**src/rtl/lsu_if.sv**
```systemverilog
// Data-memory bus between the load/store unit (master) and data memory (slave).
// Request/grant handshake, then a separate read-data-valid response.
interface lsu_if;
    logic        req;
    logic        we;
    logic [31:0] addr;
    logic [3:0]  be;
    logic [31:0] wdata;
    logic        gnt;
    logic        rvalid;
    logic [31:0] rdata;

    modport master (output req, we, addr, be, wdata, input gnt, rvalid, rdata);
    modport slave  (input req, we, addr, be, wdata, output gnt, rvalid, rdata);
endinterface

```
**src/rtl/lsu.sv**
```systemverilog
// Memory-stage load/store unit: one decoded load/store becomes one bus transaction,
// with lane steering, load extension, misalign detection and a bus timeout.
module lsu #(
    parameter int unsigned TIMEOUT_CYC = 16
) (
    input  logic        clk,
    input  logic        rst_n,
    input  logic        ex_mtype_i,
    input  logic        ex_mem_rw_i,
    input  logic [1:0]  ex_mem_width_i,
    input  logic        ex_mem_rdtype_i,
    input  logic [31:0] ex_addr_i,
    input  logic [31:0] ex_wdata_i,
    lsu_if.master       dm,
    output logic        lsu_stall_o,
    output logic        lsu_rvalid_o,
    output logic [31:0] lsu_rdata_o,
    output logic        lsu_misalign_o,
    output logic        lsu_err_o
);

    localparam int unsigned CNT_W = $clog2(TIMEOUT_CYC);

    localparam logic [1:0] S_IDLE   = 2'd0;
    localparam logic [1:0] S_REQ    = 2'd1;
    localparam logic [1:0] S_WAIT_R = 2'd2;
    localparam logic [1:0] S_DONE   = 2'd3;

    logic [1:0]       state_q, state_d;
    logic [CNT_W-1:0] cnt_q, cnt_d;
    logic             rw_q, rw_d;
    logic [1:0]       width_q, width_d;
    logic             rdtype_q, rdtype_d;
    logic [1:0]       off_q, off_d;
    logic [29:0]      waddr_q, waddr_d;
    logic [3:0]       be_q, be_d;
    logic [31:0]      wdata_q, wdata_d;
    logic             req_q, req_d;
    logic             rvalid_q, rvalid_d;
    logic [31:0]      rdata_q, rdata_d;
    logic             misalign_q, misalign_d;
    logic             err_q, err_d;

    logic             aligned_c;
    logic             start_c;
    logic             last_c;
    logic [3:0]       be_c;
    logic [31:0]      wdata_c;
    logic [7:0]       byte_c;
    logic [15:0]      half_c;
    logic [31:0]      ext_c;

    // Alignment and start qualification
    always_comb begin
        aligned_c = 1'b0;
        case (ex_mem_width_i)
            2'd0:    aligned_c = 1'b1;
            2'd1:    aligned_c = ~ex_addr_i[0];
            2'd2:    aligned_c = (ex_addr_i[1:0] == 2'b00);
            default: aligned_c = 1'b0;
        endcase
    end

    assign start_c     = (state_q == S_IDLE) && ex_mtype_i && aligned_c;
    assign last_c      = (cnt_q == CNT_W'(TIMEOUT_CYC - 1));
    assign lsu_stall_o = start_c || (state_q == S_REQ) || (state_q == S_WAIT_R);

    // Store lane steering: byte enables and replicated write data
    always_comb begin
        be_c    = 4'b1111;
        wdata_c = ex_wdata_i;
        case (ex_mem_width_i)
            2'd0: begin
                be_c    = 4'b0001 << ex_addr_i[1:0];
                wdata_c = {4{ex_wdata_i[7:0]}};
            end
            2'd1: begin
                be_c    = ex_addr_i[1] ? 4'b1100 : 4'b0011;
                wdata_c = {2{ex_wdata_i[15:0]}};
            end
            default: begin
                be_c    = 4'b1111;
                wdata_c = ex_wdata_i;
            end
        endcase
    end

    // Load lane extraction and extension, using the offset latched at start
    always_comb begin
        byte_c = dm.rdata[7:0];
        case (off_q)
            2'd0:    byte_c = dm.rdata[7:0];
            2'd1:    byte_c = dm.rdata[15:8];
            2'd2:    byte_c = dm.rdata[23:16];
            default: byte_c = dm.rdata[31:24];
        endcase
        half_c = off_q[1] ? dm.rdata[31:16] : dm.rdata[15:0];
        case (width_q)
            2'd0:    ext_c = rdtype_q ? {24'd0, byte_c} : {{24{byte_c[7]}}, byte_c};
            2'd1:    ext_c = rdtype_q ? {16'd0, half_c} : {{16{half_c[15]}}, half_c};
            default: ext_c = dm.rdata;
        endcase
    end

    // Next-state and next-output logic
    always_comb begin
        state_d    = state_q;
        cnt_d      = cnt_q;
        rw_d       = rw_q;
        width_d    = width_q;
        rdtype_d   = rdtype_q;
        off_d      = off_q;
        waddr_d    = waddr_q;
        be_d       = be_q;
        wdata_d    = wdata_q;
        rdata_d    = rdata_q;
        req_d      = 1'b0;
        rvalid_d   = 1'b0;
        misalign_d = 1'b0;
        err_d      = 1'b0;

        case (state_q)
            S_IDLE: begin
                if (start_c) begin
                    state_d  = S_REQ;
                    cnt_d    = '0;
                    rw_d     = ex_mem_rw_i;
                    width_d  = ex_mem_width_i;
                    rdtype_d = ex_mem_rdtype_i;
                    off_d    = ex_addr_i[1:0];
                    waddr_d  = ex_addr_i[31:2];
                    be_d     = be_c;
                    wdata_d  = wdata_c;
                    req_d    = 1'b1;
                end else if (ex_mtype_i) begin
                    state_d    = S_DONE;
                    misalign_d = 1'b1;
                end
            end
            S_REQ: begin
                if (dm.gnt) begin
                    state_d = rw_q ? S_WAIT_R : S_DONE;
                    cnt_d   = '0;
                end else if (last_c) begin
                    state_d = S_DONE;
                    err_d   = 1'b1;
                end else begin
                    cnt_d = cnt_q + CNT_W'(1);
                    req_d = 1'b1;
                end
            end
            S_WAIT_R: begin
                if (dm.rvalid) begin
                    state_d  = S_DONE;
                    rvalid_d = 1'b1;
                    rdata_d  = ext_c;
                end else if (last_c) begin
                    state_d = S_DONE;
                    err_d   = 1'b1;
                end else begin
                    cnt_d = cnt_q + CNT_W'(1);
                end
            end
            S_DONE:  state_d = S_IDLE;
            default: state_d = S_IDLE;
        endcase
    end

    always_ff @(posedge clk or negedge rst_n) begin
        if (!rst_n) begin
            state_q    <= S_IDLE;
            cnt_q      <= '0;
            rw_q       <= 1'b0;
            width_q    <= 2'd0;
            rdtype_q   <= 1'b0;
            off_q      <= 2'd0;
            waddr_q    <= 30'd0;
            be_q       <= 4'd0;
            wdata_q    <= 32'd0;
            req_q      <= 1'b0;
            rvalid_q   <= 1'b0;
            rdata_q    <= 32'd0;
            misalign_q <= 1'b0;
            err_q      <= 1'b0;
        end else begin
            state_q    <= state_d;
            cnt_q      <= cnt_d;
            rw_q       <= rw_d;
            width_q    <= width_d;
            rdtype_q   <= rdtype_d;
            off_q      <= off_d;
            waddr_q    <= waddr_d;
            be_q       <= be_d;
            wdata_q    <= wdata_d;
            req_q      <= req_d;
            rvalid_q   <= rvalid_d;
            rdata_q    <= rdata_d;
            misalign_q <= misalign_d;
            err_q      <= err_d;
        end
    end

    assign dm.req         = req_q;
    assign dm.we          = ~rw_q;
    assign dm.addr        = {waddr_q, 2'b00};
    assign dm.be          = be_q;
    assign dm.wdata       = wdata_q;
    assign lsu_rvalid_o   = rvalid_q;
    assign lsu_rdata_o    = rdata_q;
    assign lsu_misalign_o = misalign_q;
    assign lsu_err_o      = err_q;

endmodule

```
**src/flat_wrapper.sv**
```systemverilog
// flat-port wrapper written by rule: the top's interface ports become plain ports
module lsu_flat 
#(
    parameter int unsigned TIMEOUT_CYC = 16
)
  (clk, rst_n, ex_mtype_i, ex_mem_rw_i, ex_mem_width_i, ex_mem_rdtype_i, ex_addr_i, ex_wdata_i, lsu_stall_o, lsu_rvalid_o, lsu_rdata_o, lsu_misalign_o, lsu_err_o, dm_req, dm_we, dm_addr, dm_be, dm_wdata, dm_gnt, dm_rvalid, dm_rdata);
  lsu_if dm_i ();
  input  logic clk;
  input  logic rst_n;
  input  logic ex_mtype_i;
  input  logic ex_mem_rw_i;
  input  logic [1:0] ex_mem_width_i;
  input  logic ex_mem_rdtype_i;
  input  logic [31:0] ex_addr_i;
  input  logic [31:0] ex_wdata_i;
  output logic lsu_stall_o;
  output logic lsu_rvalid_o;
  output logic [31:0] lsu_rdata_o;
  output logic lsu_misalign_o;
  output logic lsu_err_o;
  output wire logic [$bits(dm_i.req)-1:0] dm_req;
  output wire logic [$bits(dm_i.we)-1:0] dm_we;
  output wire logic [$bits(dm_i.addr)-1:0] dm_addr;
  output wire logic [$bits(dm_i.be)-1:0] dm_be;
  output wire logic [$bits(dm_i.wdata)-1:0] dm_wdata;
  input wire logic [$bits(dm_i.gnt)-1:0] dm_gnt;
  input wire logic [$bits(dm_i.rvalid)-1:0] dm_rvalid;
  input wire logic [$bits(dm_i.rdata)-1:0] dm_rdata;
  assign dm_req = dm_i.req;
  assign dm_we = dm_i.we;
  assign dm_addr = dm_i.addr;
  assign dm_be = dm_i.be;
  assign dm_wdata = dm_i.wdata;
  assign dm_i.gnt = dm_gnt;
  assign dm_i.rvalid = dm_rvalid;
  assign dm_i.rdata = dm_rdata;
  lsu #(.TIMEOUT_CYC(TIMEOUT_CYC)) u_core (.clk(clk), .rst_n(rst_n), .ex_mtype_i(ex_mtype_i), .ex_mem_rw_i(ex_mem_rw_i), .ex_mem_width_i(ex_mem_width_i), .ex_mem_rdtype_i(ex_mem_rdtype_i), .ex_addr_i(ex_addr_i), .ex_wdata_i(ex_wdata_i), .dm(dm_i), .lsu_stall_o(lsu_stall_o), .lsu_rvalid_o(lsu_rvalid_o), .lsu_rdata_o(lsu_rdata_o), .lsu_misalign_o(lsu_misalign_o), .lsu_err_o(lsu_err_o));
endmodule
```
**config.mk**
```make
export PLATFORM = sky130hd
export DESIGN_NAME = lsu_flat
export DESIGN_NICKNAME = d
export VERILOG_FILES = /design/src/rtl/lsu_if.sv /design/src/rtl/lsu.sv /design/src/flat_wrapper.sv
export SDC_FILE = /design/constraint.sdc
export NUM_CORES = 1
export LEC_CHECK = 0
export ABC_AREA = 1
export CAP_MARGIN = 10
export CORE_AREA = 8 8 135 112
export DETAILED_ROUTE_END_ITERATION = 12
export DIE_AREA = 0 0 143 120
export PLACE_DENSITY = 0.84
export SYNTH_ARGS = -nofsm -noshare
export SYNTH_HDL_FRONTEND = slang
export SYNTH_SLANG_ARGS = --single-unit
```
**constraint.sdc**
```tcl
create_clock -name clk -period 2.1 [get_ports clk]
set_clock_uncertainty 0.05 [all_clocks]
set_input_delay 0.42 -clock clk [delete_from_list [all_inputs] [get_ports clk]]
set_output_delay 0.42 -clock clk [all_outputs]
set_load 0.005 [all_outputs]
```
==> results of run 1 <==
## cells in the final DEF (no fill, tap or decap), drive strengths merged, types with 30 or more instances in the layout
cell             n
dfrtp          114
inv             44
nor2            42
nand3           45
buf             30
clkdlybuf4s50  206
a21oi           43
o21ai           46
nand2          274
## cells by family (layout without fill, tap and decap cells)
| logic type | after synthesis | after routing |
|---|---|---|
| buffers and inverters | 82 | 313 |
| DFF | 114 | 114 |
| AOI/OAI and AO/OA | 113 | 113 |
| other | 1 | 2 |
| adders and majority gates | 5 | 5 |
| and+or+nand+nor | 384 | 384 |
## timing repair
item / 4_1_cts / 5_1_grt
hold buffers: 1 / 0
endpoints found under the hold margin: 15 / 0
endpoints found under the setup margin: 1 / 1
setup buffers: 2 / 2
resized for setup: 7 / 1
pin swaps: 0 / 0
## power breakdown
group / leakage (nW) / switching [mW] / total, mW / internal, mW
clock: 0.280 / 1.09 / 2.88 / 1.79
combinational: 2.37 / 2.50 / 5.46 / 2.97
sequential: 1.40 / 0.632 / 3.88 / 3.25
total: 4.05 / 4.22 / 12.2 / 8.01
## cell type report
type                    count  area (um2)
inverters                  44         168
fillers                  1064        4590
flip-flops and latches    114        2850
repair buffers            237        2360
clock inverters            14         159
multi-input cells         504        2280
well taps                 180         225
clock buffers              18         439
## flip-flops by register name, summed over array words and instances (netlist names), 2 cells and up
register / count
u_core.dm.wdata: 32
u_core.lsu_rdata_o: 32
u_core.waddr_q: 30
u_core.cnt_q: 4
u_core.dm.be: 4
u_core.off_q: 2
u_core.state_q: 2
u_core.width_q: 2
## critical path, stage by stage, from the launching register on
cell     delay, ns
dfrtp_1       0.40
inv_2         0.08
ha_2          0.18
nand2_1       0.08
inv_2         0.09
nand3_4       0.09
nand3_1       0.09
buf_2         0.12
## metal layers
metal  up-vias  global-route usage [%]  share of wire [%]
met5         -                       0                  0
met4         0                    8.68                2.8
met3        36                    7.74                9.0
met2       254                    33.6                 47
met1      2555                    25.9                 41
li1       2680                       -                  -
## through the flow
| step | util [%] | power [mW] | cell area (um2) | setup WS (ns) |
|---|---|---|---|---|
| final | 64.9 | 12.2 | 8480 | 0.0972 |
| after global routing | 64.9 | 13.1 | 8480 | 0.0128 |
| after detailed placement | 60.0 | 9.27 | 7850 | -0.338 |
| after global placement | 60.0 | 9.14 | 7850 | -0.302 |
| after floorplan | - | 6.22 | 5510 | 0.295 |
| after CTS | 64.8 | 12.3 | 8480 | 0.000993 |
## cell usage after synthesis
library cell,n
a211oi_1,1
a21oi_1,42
a21oi_2,1
a22oi_1,1
a31oi_1,8
buf_1,1
buf_2,17
buf_4,4
buf_6,4
clkbuf_1,12
clkinv_1,1
conb_1,1
dfrtp_1,114
ha_1,5
inv_1,39
inv_2,3
inv_4,1
nand2_1,274
nand3_1,42
nand3_2,2
nand3_4,1
nand4_1,2
nor2_1,41
nor2_2,1
nor3_1,3
o2111ai_1,1
o211ai_1,1
o21a_1,4
o21ai_0,27
o21ai_1,18
o21ai_2,1
o21bai_1,1
o221ai_1,6
o22ai_1,1
or2_2,18
## worst min path at each step
| stage | depth (start not counted) | start | endpoint |
|---|---|---|---|
| after CTS | 2 | rst_n | u_core.dm.wdata[4]$_DFFE_PN0P_ |
| after global placement | 1 | rst_n | u_core.waddr_q[27]$_DFFE_PN0P_ |
| after detailed placement | 1 | rst_n | u_core.waddr_q[27]$_DFFE_PN0P_ |
| after global routing | 2 | rst_n | u_core.dm.wdata[4]$_DFFE_PN0P_ |
| final | 2 | rst_n | u_core.dm.wdata[4]$_DFFE_PN0P_ |
| after floorplan | 0 | rst_n | u_core.cnt_q[0]$_DFFE_PN0P_ |
==> qor.yml, run 1 <==
clkSlewWorstSetupHoldPaths_ns: 0.06
critical_path_arrival_ns: 1.53
synthMuxAreaShare_pct: 0
ys.warnings.count: 0
cts_made_buffers: 17
die_height_um: 120
clk_path_buf_depth: 2
final_cells: 1111
area_growth_pct: 54.2
wl_per_cell_um: 16.2
ys_top_cells_by_area: "dfrtp_1 52%, nand2_1 19%, a21oi_1 3.8%"
yosys.area_share.xor_xnor_pct: 0
timing.final.crit_share_pct: 95.4
reg2reg_slack_ns: 0.22
ios: 211
grt_pass1_vias: 5752
fin_crit_ns: 2.00
worstSetupStartpointType: "register"
syn_area_mm2: 0.00550
grt_antenna_before_repair: 0
clkLatencyLatePin_ns: 0.40
cts_sinks: 114
grt_pass1_wl_mm: 28.9
path_max_fanout: 3
numPortBuffers: 208
htreeDepth: 4
num_vias: 5525
r2r-end: "u_core.lsu_rdata_o[26]$_DFFE_PN0P_"
crit_type: "register to output pin"
fin_nets: 1028
power.leakage_nw: 4.05
drtPass1Iterations: 5
synth_area_leader_cell: "dfrtp_1"
core_area_mm2: 0.0131
first_iter_violations: 424
hold_viol_final: 0
row_count: 38
reg2regPathDepth: 10
synth.distinct_cells: 35
outcome: "finished clean"
place.gp.congestion: 0.903
diodes: 0
regToRegStartpoint: "u_core.state_q[0]$_DFFE_PN0P_"
placedCellCount: 1074
end_kind: "output pin"
synth_compound_area_share_pct: 11.5
die-area_mm2: 0.0172
cts_root_buffer: "clkbuf_16"
synth_cells: 699
drive_above_1_share_pct: 10.1
drc_errors: 0
yosysTopAreaCellShare_pct: 51.8
drv_cap: 0
p_per_area_mw_per_mm2: 1440
routed_wl_mm: 18.0
antenna_left: 0
ir_drop_mv: 0.868
grt_max_degree: 62
setup_violations: 0
final_max_slew_viol_count: 0
synth.avg_cell_area_um2: 7.87
hold_path.class: "primary input to async pin"
hpwlAfterDp_mm: 13.1
grtUsageTotal_pct: 21.3
start_util_pct: 42.1
final.setup.tns_ns: 0
seq_area_frac_synth_pct: 51.8
timing.hold.ws_ns: 0.372
cts_tree: "done"
synth-simple-area-share_pct: 28.6
rsz0062_at_grt: "false"
crit_required_ns: 1.63
fmax_ghz: 0.499
crit_end: "lsu_stall_o"
crit_start: "u_core.state_q[1]$_DFFE_PN0P_"
via_per_inst: 4.97
grt_overflow: 0
synth_top_family_by_area: "simple AND/OR/NAND/NOR gates"
ys_seq_elements: 114
synth_fa_ha_area_share_pct: 1.14
fp.dieW_um: 143
Note: power is estimated with default switching activity, not from simulation.
==> inputs of run 2 (changes only) <==
Settings changed: TNS_END_PERCENT from default to 30.
==> results of run 2 <==
Same layout as run 1: the final DEF is identical, and so are final timing and power.
==> inputs of run 3 (changes only) <==
Settings changed: GPL_ROUTABILITY_DRIVEN from default to 0.
==> results of run 3 <==
Same layout as run 1: the final DEF is identical, and so are final timing and power.
